[src/rtl/codma_rd_burst_ctrl.sv]
// codma_rd_burst_ctrl: read-channel controller for the codma engine.
// Splits a read task into bus bursts of at most BURST_MAX beats, runs a
// request/grant handshake per burst and forwards read beats with one cycle
// of latency. Bus errors park the controller in RD_ERROR until err_clear.
// Optional build macro RD_TIMEOUT_EN adds a stall watchdog (TIMEOUT_CYC).

module codma_rd_burst_ctrl #(
    parameter int ADDR_W      = 32,
    parameter int DATA_W      = 32,
    parameter int LEN_W       = 8,
    parameter int BURST_MAX   = 4,
    parameter int TIMEOUT_CYC = 64
) (
    input  logic              clk,
    input  logic              reset,
    input  logic              start,
    input  logic [ADDR_W-1:0] start_addr,
    input  logic [LEN_W-1:0]  num_words,
    input  logic              err_clear,
    output logic              busy,
    output logic              done,
    output logic              error,
    output logic [1:0]        err_code,
    output logic              bus_req,
    output logic [ADDR_W-1:0] bus_addr,
    output logic [LEN_W-1:0]  bus_len,
    input  logic              bus_gnt,
    input  logic              bus_rd_valid,
    input  logic [DATA_W-1:0] bus_rd_data,
    input  logic              bus_err,
    output logic              data_valid,
    output logic [DATA_W-1:0] data_out,
    output logic              data_last
);

    typedef enum logic [1:0] {
        RD_IDLE    = 2'b00,
        RD_ASK     = 2'b01,
        RD_GRANTED = 2'b10,
        RD_ERROR   = 2'b11
    } rd_state_t;

    localparam logic [ADDR_W-1:0] BEAT_BYTES = ADDR_W'(DATA_W / 8);
    localparam logic [LEN_W-1:0]  BURST_LEN  = LEN_W'(BURST_MAX);
    localparam logic [LEN_W-1:0]  ONE_WORD   = LEN_W'(1);

    localparam logic [1:0] ERR_NONE     = 2'b00;
    localparam logic [1:0] ERR_BUS      = 2'b01;
    localparam logic [1:0] ERR_GNT_TO   = 2'b10;
    localparam logic [1:0] ERR_DATA_TO  = 2'b11;

    rd_state_t         state;
    rd_state_t         next_state;

    logic [ADDR_W-1:0] cur_addr;
    logic [LEN_W-1:0]  remaining;
    logic [LEN_W-1:0]  beat_cnt;
    logic [ADDR_W-1:0] bus_addr_q;
    logic [LEN_W-1:0]  bus_len_q;
    logic              data_valid_q;
    logic [DATA_W-1:0] data_out_q;
    logic              data_last_q;
    logic              done_q;
    logic [1:0]        err_code_q;

    logic              task_load;
    logic              zero_task;
    logic              beat_fire;
    logic              burst_end;
    logic              final_beat;
    logic              err_set;
    logic [1:0]        err_val;
    logic              stall_hit;

    logic [ADDR_W-1:0] addr_inc;
    logic [LEN_W-1:0]  remaining_dec;
    logic [LEN_W-1:0]  beat_cnt_inc;

    function automatic logic [LEN_W-1:0] clip_len(input logic [LEN_W-1:0] words);
        return (words > BURST_LEN) ? BURST_LEN : words;
    endfunction

    assign addr_inc      = cur_addr + BEAT_BYTES;
    assign remaining_dec = remaining - ONE_WORD;
    assign beat_cnt_inc  = beat_cnt + ONE_WORD;

`ifdef RD_TIMEOUT_EN
    localparam int STALL_W = $clog2(TIMEOUT_CYC + 1);

    logic [STALL_W-1:0] stall_cnt;
    logic               stalling;

    assign stalling  = ((state == RD_ASK) && !bus_gnt) ||
                       ((state == RD_GRANTED) && !bus_rd_valid && !bus_err);
    assign stall_hit = stalling && (stall_cnt == STALL_W'(TIMEOUT_CYC - 1));

    // Watchdog: counts consecutive stalled cycles, restarting on progress or state change
    always_ff @(posedge clk) begin
        if (reset) begin
            stall_cnt <= '0;
        end else if (!stalling || (next_state != state)) begin
            stall_cnt <= '0;
        end else begin
            stall_cnt <= stall_cnt + STALL_W'(1);
        end
    end
`else
    assign stall_hit = 1'b0;

    // TIMEOUT_CYC has no effect without the watchdog; referenced so every build elaborates it
    if (TIMEOUT_CYC < 1) begin : g_timeout_unused
    end
`endif

    // State register
    always_ff @(posedge clk) begin
        if (reset) begin
            state <= RD_IDLE;
        end else begin
            state <= next_state;
        end
    end

    // Next-state decode and per-cycle control strobes
    always_comb begin
        next_state = state;
        task_load  = 1'b0;
        zero_task  = 1'b0;
        beat_fire  = 1'b0;
        burst_end  = 1'b0;
        final_beat = 1'b0;
        err_set    = 1'b0;
        err_val    = ERR_NONE;
        case (state)
            RD_IDLE: begin
                if (start) begin
                    if (num_words != '0) begin
                        task_load  = 1'b1;
                        next_state = RD_ASK;
                    end else begin
                        zero_task = 1'b1;
                    end
                end
            end
            RD_ASK: begin
                if (bus_gnt) begin
                    next_state = RD_GRANTED;
                end else if (stall_hit) begin
                    err_set    = 1'b1;
                    err_val    = ERR_GNT_TO;
                    next_state = RD_ERROR;
                end
            end
            RD_GRANTED: begin
                if (bus_err) begin
                    err_set    = 1'b1;
                    err_val    = ERR_BUS;
                    next_state = RD_ERROR;
                end else if (bus_rd_valid) begin
                    beat_fire = 1'b1;
                    if (beat_cnt_inc == bus_len_q) begin
                        burst_end = 1'b1;
                        if (remaining == ONE_WORD) begin
                            final_beat = 1'b1;
                            next_state = RD_IDLE;
                        end else begin
                            next_state = RD_ASK;
                        end
                    end
                end else if (stall_hit) begin
                    err_set    = 1'b1;
                    err_val    = ERR_DATA_TO;
                    next_state = RD_ERROR;
                end
            end
            RD_ERROR: begin
                if (err_clear) begin
                    next_state = RD_IDLE;
                end
            end
            default: next_state = RD_IDLE;
        endcase
    end

    // Task bookkeeping: address, remaining words, beat count and burst descriptor
    always_ff @(posedge clk) begin
        if (reset) begin
            cur_addr   <= '0;
            remaining  <= '0;
            beat_cnt   <= '0;
            bus_addr_q <= '0;
            bus_len_q  <= '0;
        end else if (task_load) begin
            cur_addr   <= start_addr;
            remaining  <= num_words;
            beat_cnt   <= '0;
            bus_addr_q <= start_addr;
            bus_len_q  <= clip_len(num_words);
        end else if (beat_fire) begin
            cur_addr  <= addr_inc;
            remaining <= remaining_dec;
            if (burst_end) begin
                beat_cnt   <= '0;
                bus_addr_q <= addr_inc;
                bus_len_q  <= clip_len(remaining_dec);
            end else begin
                beat_cnt <= beat_cnt_inc;
            end
        end
    end

    // Registered beat forward plus completion pulse and error code
    always_ff @(posedge clk) begin
        if (reset) begin
            data_valid_q <= 1'b0;
            data_out_q   <= '0;
            data_last_q  <= 1'b0;
            done_q       <= 1'b0;
            err_code_q   <= ERR_NONE;
        end else begin
            data_valid_q <= beat_fire;
            data_last_q  <= final_beat;
            done_q       <= final_beat || zero_task;
            if (beat_fire) begin
                data_out_q <= bus_rd_data;
            end
            if (err_set) begin
                err_code_q <= err_val;
            end else if ((state == RD_ERROR) && err_clear) begin
                err_code_q <= ERR_NONE;
            end
        end
    end

    assign busy       = (state != RD_IDLE);
    assign error      = (state == RD_ERROR);
    assign bus_req    = (state == RD_ASK);
    assign bus_addr   = bus_addr_q;
    assign bus_len    = bus_len_q;
    assign err_code   = err_code_q;
    assign done       = done_q;
    assign data_valid = data_valid_q;
    assign data_out   = data_out_q;
    assign data_last  = data_last_q;

endmodule

[config.mk]
export PLATFORM = sky130hd
export DESIGN_NAME = codma_rd_burst_ctrl
export DESIGN_NICKNAME = d
export VERILOG_FILES = /design/src/rtl/codma_rd_burst_ctrl.sv
export SDC_FILE = /design/constraint.sdc
export NUM_CORES = 1
export LEC_CHECK = 0
export ABC_AREA = 1
export BUFFER_PORTS_ARGS = -buffer_cell sky130_fd_sc_hd__buf_2
export CORE_MARGIN = 4
export CORE_UTILIZATION = 54
export DETAILED_ROUTE_END_ITERATION = 12
export HOLD_SLACK_MARGIN = 0.05
export PLACE_DENSITY = 0.81
export SLEW_MARGIN = 15
export SYNTH_ARGS = -nofsm -noshare
export SYNTH_HDL_FRONTEND = slang
export SYNTH_SLANG_ARGS = --single-unit
[constraint.sdc]
create_clock -name clk -period 2.5 [get_ports clk]
set_clock_uncertainty 0.15 [all_clocks]
set_input_delay 0.375 -clock clk [delete_from_list [all_inputs] [get_ports clk]]
set_output_delay 0.375 -clock clk [all_outputs]
set_load 0.005 [all_outputs]
==> results.sh, run 1 <==
export IMPL_worstPathRequired_ns=2.67
export IMPL_power_density_mw_per_mm2=1008
export IMPL_comb_power_share_pct=34.7
export IMPL_critPathKind="flop to flop"
export IMPL_fin_nets=1252
export IMPL_post_place_cells=1261
export IMPL_utilization_pct=71.78
export IMPL_fin_setup_tns_ns=0
export IMPL_p_switching_w=0.003130
export IMPL_min_period_ns=2.287
export IMPL_hold_class="primary input to flop"
export IMPL_swShare_pct=37.23
export IMPL_syn_avg_cell_area_sq_um=6.583
export IMPL_slew_violations=0
export IMPL_drc_errors=0
export IMPL_postCtsSetupBuffers=0
export IMPL_ys_ff_latch=126
export IMPL_fmax_mhz=437.2
export IMPL_dp_hpwl_um=12660
export IMPL_grt_overflow=0
export IMPL_path_common_cell="nand2_1"
export IMPL_cp_slowest_stage_delay_ns=0.36
export IMPL_rsz0062_at_grt="no"
export IMPL_viasPerCell=5.393
export IMPL_hold_violations=0
export IMPL_synth_top_area_share_pct=38.70
export IMPL_p_int_w=0.005277
export IMPL_status="finished, final reports clean"
export IMPL_cts_htree_levels=4
export IMPL_cp_end_kind="flop"
export IMPL_ys_seq_area_share_pct=38.70
export IMPL_slowest_stage="dfxtp_1"
export IMPL_synth_edff_count=0
export IMPL_p_seq_share_pct=34.2
export IMPL_cts_buffers=17
export IMPL_grtUsageTotal_pct=27.99
export IMPL_cp_buffers_inverters=1
export IMPL_clockRootBuffer="clkbuf_16"
export IMPL_grt_max_degree=78
export IMPL_die_area_sq_mm=0.01389
export IMPL_power_w=0.008407
export IMPL_synthDistinctLibCells=40
export IMPL_die_height_um=117.9
export IMPL_crit_chain="ha_1, nand2_1, nand3b_1, nand2_1, nor2_1, nand3_2, nor2_2, nand3_2, nand2_1, buf_6, nand2_1, nand2_1, nor2_1"
export IMPL_path_clk_slew_ns=0.06
export IMPL_cp_start_kind="flop"
export IMPL_antenna_found_initial=0
export IMPL_synth_nets=1074
export IMPL_drtAntennaViolNets=0
export IMPL_place_gp_congestion=0.9327
export IMPL_period_share_pct=91.48
export IMPL_worst_slack_ns=0.2129
export IMPL_rows=39
export IMPL_synthCells=990
export IMPL_core_area_sq_mm=0.01161
export IMPL_cts_sinks=126
export IMPL_grt_pass1_wl_um=32290
export IMPL_drv_cap=0
export IMPL_cellLeakagePower_nw=4.027
export IMPL_stdcell_count=1325
export IMPL_wl_per_cell_um=14.77
export IMPL_grt_pass1_vias=6790
export IMPL_cp_arrival_ns=2.45
export IMPL_clockPowerShare_pct=31.1
export IMPL_vias=7146
export IMPL_drive_gt1_share_pct=19.31
export IMPL_preCtsSetupSlack_ns=0.1902
export IMPL_clockBufferDepth=2
export IMPL_vdd_drop_max_mv=0.6147
export IMPL_cp_top_family="simple AND/OR/NAND/NOR gates"
export IMPL_drtIter0Drc=692
export IMPL_cp_max_fo=16
export IMPL_n_fill_cell=966
export IMPL_die_x_um=117.9
export IMPL_async_flop_share_pct=0
export IMPL_routed_wl_um=19570
export IMPL_cts_tree="done"
export IMPL_portBuffers=157
export IMPL_synth_area_leader_cell="dfxtp_1"
export IMPL_start_util_pct=56.12
export IMPL_setup_viol=0
export IMPL_drt_pass1_iter_count=5
export IMPL_worstSkewPairLatency_ns=0.42
export IMPL_synth_ff_type="dfxtp_1"
export IMPL_ys_top_cells_by_area="dfxtp_1, nand2_1, nor2_1"
export IMPL_syn_area_sq_mm=0.006518
export IMPL_area_delta_synth_final_pct=27.91
export IMPL_io_pins=159
export IMPL_yosysWarningCount=0
-- state kept, by name, indices dropped and copies added (netlist names) --
name	flops
done	1
remaining	8
beat_cnt	8
bus_len	8
data_valid	1
bus_addr	32
cur_addr	32
data_last	1
data_out	32
err_code	1
state	2
-- area by class of cell --
class | count | area (sq um) | share of cell area [%]
clock inverters | 14 | 191.4 | 2.296
well taps | 143 | 178.9 | 2.146
repair buffers | 207 | 1255 | 15.05
flip-flops and latches | 126 | 2522 | 30.26
diodes | 1 | 2.502 | 0.03002
multi-input cells | 744 | 3485 | 41.80
clock buffers | 18 | 429.2 | 5.148
inverters | 72 | 272.8 | 3.272
-- power by group through the flow --
stage / sequential (W) / clock, W / combinational (W)
3_3_place_gp: 0.00288 / 0 / 0.00277
4_1_cts: 0.00286 / 0.00264 / 0.00288
2_1_floorplan: 0.00283 / 0 / 0.00200
6_report: 0.00287 / 0.00262 / 0.00292
5_1_grt: 0.00293 / 0.00273 / 0.00332
3_5_place_dp: 0.00288 / 0 / 0.00281
-- final timing paths --
| path | from | endpoint | slack [ns] | depth (start not counted) |
|---|---|---|---|---|
| max | beat_cnt[1]$_SDFFE_PP0P_ | bus_addr[19]$_SDFFE_PP0P_ | 0.21 | 13 |
| max reg2reg | beat_cnt[1]$_SDFFE_PP0P_ | bus_addr[19]$_SDFFE_PP0P_ | 0.21 | 13 |
| min | bus_rd_data[12] | data_out[12]$_SDFFE_PP0P_ | 0.07 | 3 |
| min reg2reg | err_code[0]$_SDFFE_PP0P_ | err_code[0]$_SDFFE_PP0P_ | 0.33 | 2 |
-- metal layers --
layer	up-vias	global-route usage (%)	routed length, um
met3	44	8.313	1542
met4	0	11.14	449
li1	3541	-	-
met5	-	0	0
met1	3233	36.44	8863
met2	328	43.62	8713
-- cell usage in the layout (no fill, tap or decap), types with 2 or more instances in the layout --
| cell type | netlist | routed |
|---|---|---|
| a31oi_1 | 21 | 21 |
| nand2_2 | 2 | 3 |
| clkinv_2 | 0 | 3 |
| nand3_1 | 39 | 39 |
| o21bai_1 | 2 | 2 |
| a21oi_1 | 17 | 17 |
| a22o_1 | 2 | 2 |
| o22ai_1 | 3 | 3 |
| inv_1 | 68 | 67 |
| nor3_1 | 13 | 13 |
| inv_2 | 4 | 4 |
| ha_1 | 5 | 5 |
| or2_2 | 2 | 2 |
| o211ai_1 | 3 | 3 |
| bufinv_16 | 0 | 4 |
| clkbuf_16 | 0 | 17 |
| nand2_1 | 238 | 237 |
| nand3b_1 | 35 | 35 |
| nand3_2 | 4 | 4 |
| buf_2 | 11 | 157 |
| clkinvlp_4 | 0 | 4 |
| nor4_1 | 2 | 2 |
| nor2_2 | 4 | 4 |
| dfxtp_1 | 126 | 126 |
| buf_4 | 3 | 17 |
| nand4_1 | 14 | 14 |
| dlygate4sd3_1 | 0 | 31 |
| inv_6 | 0 | 2 |
| mux2i_1 | 2 | 2 |
| nor3b_1 | 2 | 2 |
| xor2_1 | 18 | 18 |
| nor2_4 | 2 | 2 |
| nor2_1 | 228 | 228 |
| o21ai_0 | 77 | 77 |
-- stage by stage --
step,cell area (sq um),hold WS (ns)
3_5_place_dp,7397,0.3070
3_3_place_gp,7397,0.3030
5_1_grt,8334,0.07335
2_1_floorplan,6518,0.3027
4_1_cts,8328,0.05407
6_report,8337,0.06895
-- worst register-to-register path: cells and delay by family, from the launching register on --
family	cells	cell delay [ns]
buf+inv	1	0.22
fa+ha+maj	1	0.24
flops	1	0.36
simple gates	11	1.23
-- repair_timing --
action,in CTS,in global routing
resized for setup,0,3
hold endpoints to repair,31,0
endpoints found under the setup margin,0,27
hold buffers,31,0
-- synth_stat cells, types with 2 or more instances --
cell / number
nor2_2: 4
o21bai_1: 2
nor3b_1: 2
nand3_1: 39
buf_4: 3
a22o_1: 2
nand3b_1: 35
buf_6: 5
nand4_1: 14
nor3_1: 13
buf_2: 11
o22ai_1: 3
a31oi_1: 21
buf_1: 4
or2_2: 2
inv_2: 4
ha_1: 5
a21oi_1: 17
clkbuf_1: 25
dfxtp_1: 126
nor2_4: 2
nor4_1: 2
nand2_2: 2
o21ai_0: 77
o211ai_1: 3
nand2_1: 238
mux2i_1: 2
nand3_2: 4
xor2_1: 18
inv_1: 68
nor2_1: 228
-- kinds of logic after synthesis --
group	count (synthesis)	share of synthesized area [%]
AO/OA/AOI/OAI	131	11.10
XOR/XNOR	19	2.553
adder cells (fa/ha/maj)	5	0.9599
buffers and inverters	120	7.871
flip-flops	126	38.70
multiplexers	2	0.3072
other	1	0.05754
AND/OR/NAND/NOR	586	38.45
Note: power is estimated with default switching activity, not from simulation.
==> run 2, diff against run 1 <==
--- a/config.mk
+++ b/config.mk
@@ -9,9 +9,11 @@
 export BUFFER_PORTS_ARGS = -buffer_cell sky130_fd_sc_hd__buf_2
 export CORE_MARGIN = 4
 export CORE_UTILIZATION = 54
+export CTS_CLUSTER_DIAMETER = 60
 export DETAILED_ROUTE_END_ITERATION = 12
 export HOLD_SLACK_MARGIN = 0.05
 export PLACE_DENSITY = 0.81
+export SETUP_SLACK_MARGIN = 0.3
 export SLEW_MARGIN = 15
 export SYNTH_ARGS = -nofsm -noshare
 export SYNTH_HDL_FRONTEND = slang
==> results.sh, run 2 (same netlist as run 1, synthesis figures left out) <==
export IMPL_path_clk_slew_ns=0.06
export IMPL_clockRootBuffer="clkbuf_16"
export IMPL_antenna_found_initial=0
export IMPL_cts_sinks=126
export IMPL_worst_slack_ns=0.3265
export IMPL_fmax_mhz=460.1
export IMPL_die_area_sq_mm=0.01389
export IMPL_drc_errors=0
export IMPL_cts_buffers=17
export IMPL_cp_top_family="simple AND/OR/NAND/NOR gates"
export IMPL_grtUsageTotal_pct=28.10
export IMPL_drtAntennaViolNets=0
export IMPL_die_x_um=117.9
export IMPL_status="finished, final reports clean"
export IMPL_drv_cap=0
export IMPL_grt_overflow=0
export IMPL_portBuffers=157
export IMPL_min_period_ns=2.173
export IMPL_r2r_start="beat_cnt[0]$_SDFFE_PP0P_"
export IMPL_fin_nets=1261
export IMPL_clockBufferDepth=2
export IMPL_critPathKind="flop to flop"
export IMPL_drt_pass1_iter_count=5
export IMPL_cp_start_kind="flop"
export IMPL_cts_tree="done"
export IMPL_slew_violations=0
export IMPL_viasPerCell=5.451
export IMPL_setup_viol=0
export IMPL_crit_chain="buf_4, inv_2, o21ai_2, nand3_1, nand2_1, nand3_1, nor2_2, nand3_4, nand2_8, buf_4, nand2_1, nand2_1, nor2_1"
export IMPL_wl_per_cell_um=15.23
export IMPL_period_share_pct=86.94
export IMPL_tightestPinTransition_ns=0.4901
export IMPL_vdd_drop_max_mv=0.5979
export IMPL_hold_class="primary input to flop"
export IMPL_cp_max_fo=6
export IMPL_vias=7271
export IMPL_layout_commonest_cell="nand2_1"
export IMPL_io_pins=159
export IMPL_rr_endpoint="bus_len[1]$_SDFFE_PP0P_"
export IMPL_min_path_cells=3
export IMPL_power_density_mw_per_mm2=1008
export IMPL_drtIter0Drc=747
export IMPL_cp_buffers_inverters=3
export IMPL_worstSkewPairLatency_ns=0.42
export IMPL_worstPathRequired_ns=2.67
export IMPL_core_area_sq_mm=0.01161
export IMPL_slowest_stage="dfxtp_2"
export IMPL_routed_wl_um=20310
export IMPL_drive_gt1_share_pct=21.43
export IMPL_fin_setup_tns_ns=0
export IMPL_reg2reg_depth=13
export IMPL_cp_slowest_stage_delay_ns=0.36
export IMPL_cp_end_kind="flop"
export IMPL_rsz0062_at_grt="yes"
export IMPL_grt_pass1_wl_um=32400
export IMPL_hold_violations=0
export IMPL_dp_hpwl_um=12660
export IMPL_hold_end="data_out[12]$_SDFFE_PP0P_"
export IMPL_rows=39
export IMPL_die_height_um=117.9
export IMPL_hold_start="bus_rd_data[12]"
export IMPL_relSlewSlack_pct=67.03
export IMPL_layout_common_cells="nand2_1, nor2_1, buf_2, dfxtp_1, o21ai_0"
export IMPL_place_gp_congestion=0.9327
export IMPL_grt_max_degree=78
export IMPL_grt_pass1_vias=6812
export IMPL_preCtsSetupSlack_ns=0.1902
export IMPL_path_common_cell="nand2_1"
export IMPL_r2r_slack_ns=0.33
export IMPL_cp_arrival_ns=2.34
export IMPL_area_delta_synth_final_pct=31.35
export IMPL_cts_htree_levels=4
export IMPL_start_util_pct=56.12
export IMPL_cellLeakagePower_nw=4.113
run 2: power by group:
group	switching (W)	total, W	leakage (nW)	internal (W)
logic	0.00189	0.00314	2.79	0.00125
registers	0.000390	0.00287	1.03	0.00248
clock network	0.000950	0.00262	0.293	0.00167
total	0.00323	0.00863	4.11	0.00540
run 2: per-layer routing:
layer  share of wire, %  wire length, um  track usage [%]
met5                  0                0                0
met4                2.4              492            11.43
met3                8.9             1817            8.361
met2                 45             9123            43.59
met1                 44             8879            36.65
run 2: cell type report:
class | count | area, sq um
multi-input combinational | 744 | 3570
fill | 917 | 3053
sequential | 126 | 2529
timing repair buffer | 215 | 1369
clock buffer | 18 | 429.2
inverter | 72 | 282.8
clock inverter | 14 | 191.4
tap | 143 | 178.9
timing repair inverter | 1 | 8.758
antenna | 1 | 2.502
run 2: worst min-delay path, stage by stage:
cell and delay [ns]:
buf_2 0.09, nor2_1 0.05, nor2_1 0.09
run 2: metrics by stage:
step / cells / area, sq um / power, W / hold WS [ns] / utilization, %
after global routing: 1333 / 8558 / 0.009188 / 0.07529 / 73.69
final: 1334 / 8561 / 0.008627 / 0.06594 / 73.71
after CTS: 1324 / 8341 / 0.008387 / 0.05407 / 71.82
after detailed placement: 1261 / 7397 / 0.005693 / 0.3070 / 63.69
after global placement: 1261 / 7397 / 0.005646 / 0.3030 / 63.69
after floorplan: 990 / 6518 / 0.004825 / 0.3027 / -
run 2: how the worst max path moves through the flow:
stage	cells after the start	slack, ns	endpoint	from
detailed placement	13	0.19	bus_addr[11]$_SDFFE_PP0P_	beat_cnt[1]$_SDFFE_PP0P_
finish	13	0.33	bus_len[1]$_SDFFE_PP0P_	beat_cnt[0]$_SDFFE_PP0P_
global route	15	0.21	bus_len[1]$_SDFFE_PP0P_	beat_cnt[1]$_SDFFE_PP0P_
floorplan	13	0.43	bus_addr[12]$_SDFFE_PP0P_	beat_cnt[0]$_SDFFE_PP0P_
CTS	13	0.30	bus_addr[13]$_SDFFE_PP0P_	beat_cnt[1]$_SDFFE_PP0P_
global placement	11	0.25	bus_addr[10]$_SDFFE_PP0P_	num_words[3]
run 2: repair_timing:
action	CTS	global route
cloned	0	2
pin swaps	0	7
hold endpoints to repair	31	0
resized for setup	4	32
endpoints found under the setup margin	33	84
buffers inserted	0	7
hold buffers	31	0
